$ cat config.mk
export PLATFORM = sky130hd
export DESIGN_NAME = irq_cause_sink
export DESIGN_NICKNAME = d
export VERILOG_FILES = /design/src/rtl/irq_cause_sink_pkg.sv /design/src/rtl/irq_cause_fifo.sv /design/src/rtl/irq_cause_sink.sv
export SDC_FILE = /design/constraint.sdc
export NUM_CORES = 1
export LEC_CHECK = 0
export ABC_CLOCK_PERIOD_IN_PS = 1900
export CAP_MARGIN = 20
export CORE_ASPECT_RATIO = 1.75
export CORE_MARGIN = 2
export CORE_UTILIZATION = 45
export CTS_BUF_LIST = sky130_fd_sc_hd__clkbuf_8
export CTS_CLUSTER_DIAMETER = 100
export DETAILED_ROUTE_END_ITERATION = 10
export PLACE_DENSITY = 0.69
export SETUP_SLACK_MARGIN = 0.05
export SYNTH_ARGS = -nofsm -noshare
export SYNTH_HDL_FRONTEND = slang
export SYNTH_SLANG_ARGS = --single-unit
$ cat constraint.sdc
create_clock -name clk -period 1.9 [get_ports clk]
set_clock_uncertainty 0.1 [all_clocks]
set_input_delay 0.285 -clock clk [delete_from_list [all_inputs] [get_ports clk]]
set_output_delay 0.285 -clock clk [all_outputs]
set_load 0.01 [all_outputs]
$ cat src/rtl/irq_cause_sink_pkg.sv
// Shared definitions for the interrupt-cause interface, used by both the
// source wrappers and the sink side.
package irq_cause_sink_pkg;

    localparam int IRQ_CAUSE_W = 6;
    localparam int IRQ_EXT_BIT = 5;
    localparam int IRQ_CODE_W  = 5;

    typedef struct packed {
        logic                  ext;
        logic [IRQ_CODE_W-1:0] code;
    } irq_cause_t;

endpackage

$ cat src/rtl/irq_cause_fifo.sv
// Generic DEPTH x W circular buffer.
// Pointers carry one extra wrap bit, which distinguishes full from empty.
module irq_cause_fifo
    import irq_cause_sink_pkg::*;
#(
    parameter int DEPTH = 4,
    parameter int W     = IRQ_CAUSE_W
) (
    input  logic                     clk,
    input  logic                     reset,
    input  logic                     enq,
    input  logic [W-1:0]             enq_data,
    input  logic                     deq,
    output logic [W-1:0]             head,
    output logic [$clog2(DEPTH):0]   count,
    output logic                     full,
    output logic                     empty
);

    localparam int AW = $clog2(DEPTH);

    logic [AW:0]  wr_ptr;
    logic [AW:0]  rd_ptr;
    logic [W-1:0] mem [DEPTH];

    always_ff @(posedge clk or negedge reset) begin
        if (!reset) begin
            wr_ptr <= '0;
            rd_ptr <= '0;
        end else begin
            if (enq) wr_ptr <= wr_ptr + (AW+1)'(1);
            if (deq) rd_ptr <= rd_ptr + (AW+1)'(1);
        end
    end

    // Storage needs no reset; the head is masked while the buffer is empty.
    always_ff @(posedge clk) begin
        if (enq) mem[wr_ptr[AW-1:0]] <= enq_data;
    end

    assign empty = (wr_ptr == rd_ptr);
    assign full  = (wr_ptr[AW] != rd_ptr[AW]) && (wr_ptr[AW-1:0] == rd_ptr[AW-1:0]);
    assign count = wr_ptr - rd_ptr;
    assign head  = empty ? '0 : mem[rd_ptr[AW-1:0]];

endmodule

$ cat src/rtl/irq_cause_sink.sv
// Receiving end of the interrupt-cause interface: turns rising edges of
// io_irq into queued cause entries, delivered over a valid/ready port.
module irq_cause_sink
    import irq_cause_sink_pkg::*;
#(
    parameter int DEPTH   = 4,
    parameter int CAUSE_W = IRQ_CAUSE_W
) (
    input  logic                    clk,
    input  logic                    reset,
    input  logic                    io_irq,
    input  logic [CAUSE_W-1:0]      io_irq_cause,
    output logic                    io_deq_valid,
    output logic [CAUSE_W-1:0]      io_deq_bits,
    output logic                    io_deq_ext,
    input  logic                    io_deq_ready,
    output logic [$clog2(DEPTH):0]  io_count,
    output logic                    io_overflow,
    input  logic                    io_clr_overflow
);

    // Dequeue handshake: a transfer happens on a clock edge where
    // io_deq_valid and io_deq_ready are both high; valid never looks at ready.
    logic irq_q;
    logic irq_event;
    logic deq_fire;
    logic enq;
    logic drop;
    logic full;
    logic empty;

    // irq_q resets high so a level already asserted at reset release is not an event.
    always_ff @(posedge clk or negedge reset) begin
        if (!reset) begin
            irq_q       <= 1'b1;
            io_overflow <= 1'b0;
        end else begin
            irq_q <= io_irq;
            if (drop)                 io_overflow <= 1'b1;
            else if (io_clr_overflow) io_overflow <= 1'b0;
        end
    end

    assign irq_event = io_irq & ~irq_q;
    assign deq_fire  = io_deq_valid & io_deq_ready;
    // A full buffer still accepts an event when the head leaves in the same cycle.
    assign enq       = irq_event & (~full | deq_fire);
    assign drop      = irq_event & full & ~deq_fire;

    irq_cause_fifo #(
        .DEPTH (DEPTH),
        .W     (CAUSE_W)
    ) u_fifo (
        .clk      (clk),
        .reset    (reset),
        .enq      (enq),
        .enq_data (io_irq_cause),
        .deq      (deq_fire),
        .head     (io_deq_bits),
        .count    (io_count),
        .full     (full),
        .empty    (empty)
    );

    assign io_deq_valid = ~empty;
    assign io_deq_ext   = io_deq_bits[IRQ_EXT_BIT];

endmodule

# --- After elaboration in Yosys (flattened, before gate mapping) ---
# Memory sizes are Yosys's and may differ from the RTL's.
# Index checks and enable logic that the tools add are counted.
word_totals:
  ff_bits: 8
  latchBits: 0
  ram_bits: 24
  rom_bits: 0
  input_bits: 11
  out_inout_bits: 12
  wordCells: 28
  memories: 1
op_classes:
  addsub: 3
  multipliers: 0
  div: 0
  n_lt_le_gt_ge: 0
  eq_ne: 3
  shifts: 0
  n_mux: 5
  n_bitwise: 10
  reduce_logical: 2
mem_list:
  columns: ["memory", "words", "word_bits", "read_ports", "rd_clocked_by_memory_dff", "wr", "line", "rtl"]
  rows:
  - ["u_fifo.mem", 4, 6, 1, 0, 1, "irq_cause_fifo.sv:24", "logic [W-1:0] mem [DEPTH];"]
ops:
  columns: ["operator", "count"]
  rows:
  - ["$add A3 B1 Y3 const B", 2]
  - ["$mux W6", 1]
  - ["$and A1 B1 Y1", 5]
  - ["$mux W1", 4]
  - ["$not A1 Y1", 4]
  - ["$eq A3 B3 Y1", 1]
  - ["$sub A3 B3 Y3", 1]
  - ["$eq A2 B2 Y1", 1]
  - ["$reduce_bool A2 Y1", 1]
  - ["$logic_and A1 B1 Y1", 1]
  - ["$ne A1 B1 Y1", 1]
  - ["$or A1 B1 Y1", 1]

# --- Depth between registers and ports, before layout ---
# Gate-level depths: netlist of run 1.
logic_depth:
  word_depth: 7
  mapped_depth: 7
  ltp_nobuf: 5

# --- Cells and area by module ---
# Synthesis of run 1 repeated with hierarchy kept, for this count alone.
hier_totals:
  cells_unflattened: 86
  hier_area_um2: 1431.4
by_module_without_submodules:
  columns: ["mod", "n_inst", "cells_per_inst", "area_per_inst_um2", "seq_area_each_um2"]
  rows:
  - ["irq_cause_fifo", 1, 76, 1315.0, 870.8]
  - ["irq_cause_sink", 1, 10, 116.4, 51.3]

# --- Worst setup path after synthesis of run 1 ---
# No wires, ideal clock.
synth_path:
  path_kind: "register to output"
  start: "reg u_fifo.rd_ptr[1]"
  end: "out io_deq_bits[5]"
  arrival_time_ns: 1.666
  required_ns: 1.515
  path_slack_ns: -0.151
  stages_incl_launch_ff: 8
  path_buffers: 2
  path_cell_list: "dfrtp_1 > clkbuf_1 > inv_1 > ha_1 > nand2_1 > nor2_1 > nor2b_1 > buf_4"
synth_via:
  elab_chain_cells: 2
  elab_cells_between_ends: 3
  cone_classes: "1 x eq/ne; 1 x mux; 1 x memory"
synth_rtl:
  columns: ["item", "line", "rtl"]
  rows:
  - ["start: declaration", "irq_cause_fifo.sv:23", "logic [AW:0] rd_ptr;"]
  - ["start signal: assignment", "irq_cause_fifo.sv:32", "if (deq) rd_ptr <= rd_ptr + (AW+1)'(1);"]
  - ["$mem_v2 Z4 W6 or $eq A3 B3 Y1 (tied branches)", null, null]
  - ["$mux W6 (*)", "irq_cause_fifo.sv:44", "assign head = empty ? '0 : mem[rd_ptr[AW-1:0]];"]
  - ["end: declaration", "irq_cause_sink.sv:14", "output logic [CAUSE_W-1:0] io_deq_bits,"]
# Every way passes the cells marked *; elsewhere a longest branch is shown, timed or not.

# --- Worst setup path after layout of run 1 ---
layout_path:
  start: "reg u_fifo.rd_ptr[1]"
  end: "out io_count[1]"
layout_via:
  elab_chain_cells: 1
layout_rtl:
  columns: ["item", "line", "rtl"]
  rows:
  - ["$sub A3 B3 Y3", "irq_cause_fifo.sv:43", "assign count = wr_ptr - rd_ptr;"]
  - ["end: declaration", "irq_cause_sink.sv:17", "output logic [$clog2(DEPTH):0] io_count,"]
# No other way between the ends.

==> metrics.txt, run 1 <==
Reg clk slew, reported paths=0.07 ns; grt total ovfl=0; CTS tree=built; CTS sink cnt=32; Inserted Clock Buffers=5; Total Power=3.82 mW; initial core utilization=46.3%; Crit. End Element=output pin; WL/cell=15.9 microns; synth cell count leaders=24 x edfxtp_1, 8 x inv_1, 7 x dfrtp_1, 7 x ha_1, 7 x nor2b_1; drt first-iter violations=14; Yosys warnings=0; # DRC=0; top cells by area, synth=edfxtp_1 51%, dfrtp_1 12%, mux4_2 9.5%, ha_1 6.2%, nor2b_1 3.1%; # Max-Cap Violations=0; final antenna-violating net count=0; CP Class=flop to output pin; first-pass GRT wire length=4450 microns; f_max=0.489 GHz; worst setup margin=-0.143 ns; syn nets=106; Worst IR Drop VDD=1740 uV; EDFF count, synth=24; Seq. cell area=922 sq um; H-tree depth=2; Port Buffer Count=22; initial antenna violation count=0; LEAKAGE=0.839 nW; DRT Wirelength=2920 microns; Yosys cell types=25; placed cell area=1830 sq um; fin crit share=108%; Ports=23; RSZ-0062 raised after global routing=true; Slew headroom=74.4%; top-count cell post-synth=edfxtp_1; FFs w/ async S/R, synth=25.0%; Synth Instances=87; drt first pass iters=4; total die area=3640 sq um; vias in the first global route=933; GRT Overall Usage=18.3%; syn_area_per_cell=16.4 sq um; area of the multi-input gates=531 sq um; final hold violations=0; Cell Rows=27; vias=879; Detail Placement HPWL=1970 microns; WHS=0.182 ns; CTS Hold Buffers Added=0; Worst-Skew Late Latency=0.28 ns; Worst Tran Pin Value=0.383 ns; Area Growth Syn to Fin=45.4%; Worst Path Arrival=1.66 ns; core box area=3070 sq um; fin. max-slew vios=0; post-synth top area share=50.7%; Filler Cells Inserted=224; post-layout min period=2.04 ns; status=finished, violations left; Max Root-Sink Buffers=2; Setup Total Neg Slack=-1.30 ns; min-delay worst type=primary input to asynchronous set/reset pin; design area=2070 sq um; register area share after synthesis=64.8%; Placer Congestion=0.776; largest net degree at the start of global routing=12; ratio of cells with drive above 1 in the final layout=49.3%; FF+latch count, synth=32; Ant. Diodes=0; mapped cell area=1420 sq um; final setup violation count=17; Final #Nets=158; failing checks=setup timing; Die X-Extent=46.5 microns; startpoint types=flop; Worst Path Max Fanout=3; Most used DFF post-synth=edfxtp_1; most area-hungry cell type in the Yosys netlist=edfxtp_1; CP required=1.51 ns; Die Ht=78.4 microns; clock root cell=clkbuf_8; PwrDens=1850 nW/um^2; Via-to-Cell Ratio=4.80
-- final cells by class --
class                           count  share of cell area, %
Clock buffer                        5                   3.33
Clock inverter                      3                   2.06
Inverter                            8                   1.45
Multi-Input combinational cell     44                   25.7
Sequential cell                    32                   44.6
Tap cell                           43                   2.60
Timing Repair Buffer               48                   20.3
-- report_power, final --
| part | switching (mW) | internal [mW] | leakage [nW] |
|---|---|---|---|
| logic | 0.940 | 1.26 | 0.473 |
| registers | 0.0847 | 0.890 | 0.312 |
| clock network | 0.258 | 0.388 | 0.0541 |
| total | 1.28 | 2.53 | 0.839 |
-- worst max-delay path, cell delays in order, from the launching register on --
cell and delay, ns:
dfrtp_1 0.42, buf_6 0.14, buf_6 0.11, fa_2 0.56, inv_2 0.04, buf_6 0.11
-- worst paths after layout --
check	startpoint	endpoint	slack, ns	cells after the start
max	u_fifo.rd_ptr[1]$_DFFE_PN0N_	io_count[1]	-0.14	5
min	reset	u_fifo.wr_ptr[1]$_DFFE_PN0P_	0.18	1
max reg2reg	u_fifo.rd_ptr[1]$_DFFE_PN0N_	u_fifo.wr_ptr[1]$_DFFE_PN0P_	-0.03	8
min reg2reg	io_overflow$_DFFE_PN0P_	io_overflow$_DFFE_PN0P_	0.43	1
max in group asynchronous	reset	irq_q$_DFF_PN1_	1.21	1
min in group clk	io_irq	irq_q$_DFF_PN1_	0.32	1
-- metal layers --
metal	track usage (%)	vias to the layer above	part of all wire (%)
li1	-	415	-
met1	19.2	426	35
met2	31.1	31	57
met3	5.29	7	4.7
met4	9.43	0	2.9
met5	0	-	0
-- state kept, by name, summed over array words and instances (netlist names) --
signal	count
u_fifo.mem	24
io_overflow	1
u_fifo.wr_ptr	3
u_fifo.rd_ptr	3
irq_q	1
-- timing repair --
| action | CTS | global route |
|---|---|---|
| endpoints found under the setup margin | 30 | 37 |
| endpoints found under the hold margin | 0 | 0 |
| resized for setup | 48 | 19 |
| buffers inserted | 3 | 4 |
| pin swaps | 5 | 7 |
-- per-stage QoR --
stage / instances / utilization (%) / setup WS, ns
finish: 183 / 67.3 / -0.143
global route: 183 / 67.3 / -0.202
CTS: 179 / 63.1 / -0.120
detailed placement: 168 / 59.6 / -0.171
global placement: 168 / 59.6 / -0.142
floorplan: 87 / - / 0.0358
-- cells in the final DEF (no fill, tap or decap), types with 2 or more instances in the layout --
cell / instances
clkdlybuf4s50_1: 11
a31oi_1: 2
ha_1: 5
nor2b_1: 5
inv_1: 4
xnor2_1: 2
inv_2: 4
clkbuf_8: 5
dfrtp_1: 7
buf_2: 5
buf_6: 11
ha_4: 2
nor2b_4: 2
mux4_2: 6
and2_4: 3
edfxtp_1: 24
a21oi_1: 2
buf_4: 19
xnor2_2: 3
-- logic make-up after synthesis --
family | Yosys count | synth area share, %
buf+inv | 11 | 3.25
xor+xnor | 6 | 3.69
simple gates | 14 | 5.72
flops | 32 | 64.8
fa+ha+maj | 8 | 7.56
mux | 8 | 11.3
compound gates | 8 | 3.61
No activity file was read; power rests on OpenSTA's default activity.
==> run 2, diff against run 1 <==
CTS_CLUSTER_SIZE = 20   (was unset)
==> results of run 2 <==
Same layout as run 1: the final DEF is identical, and so are final timing and power.
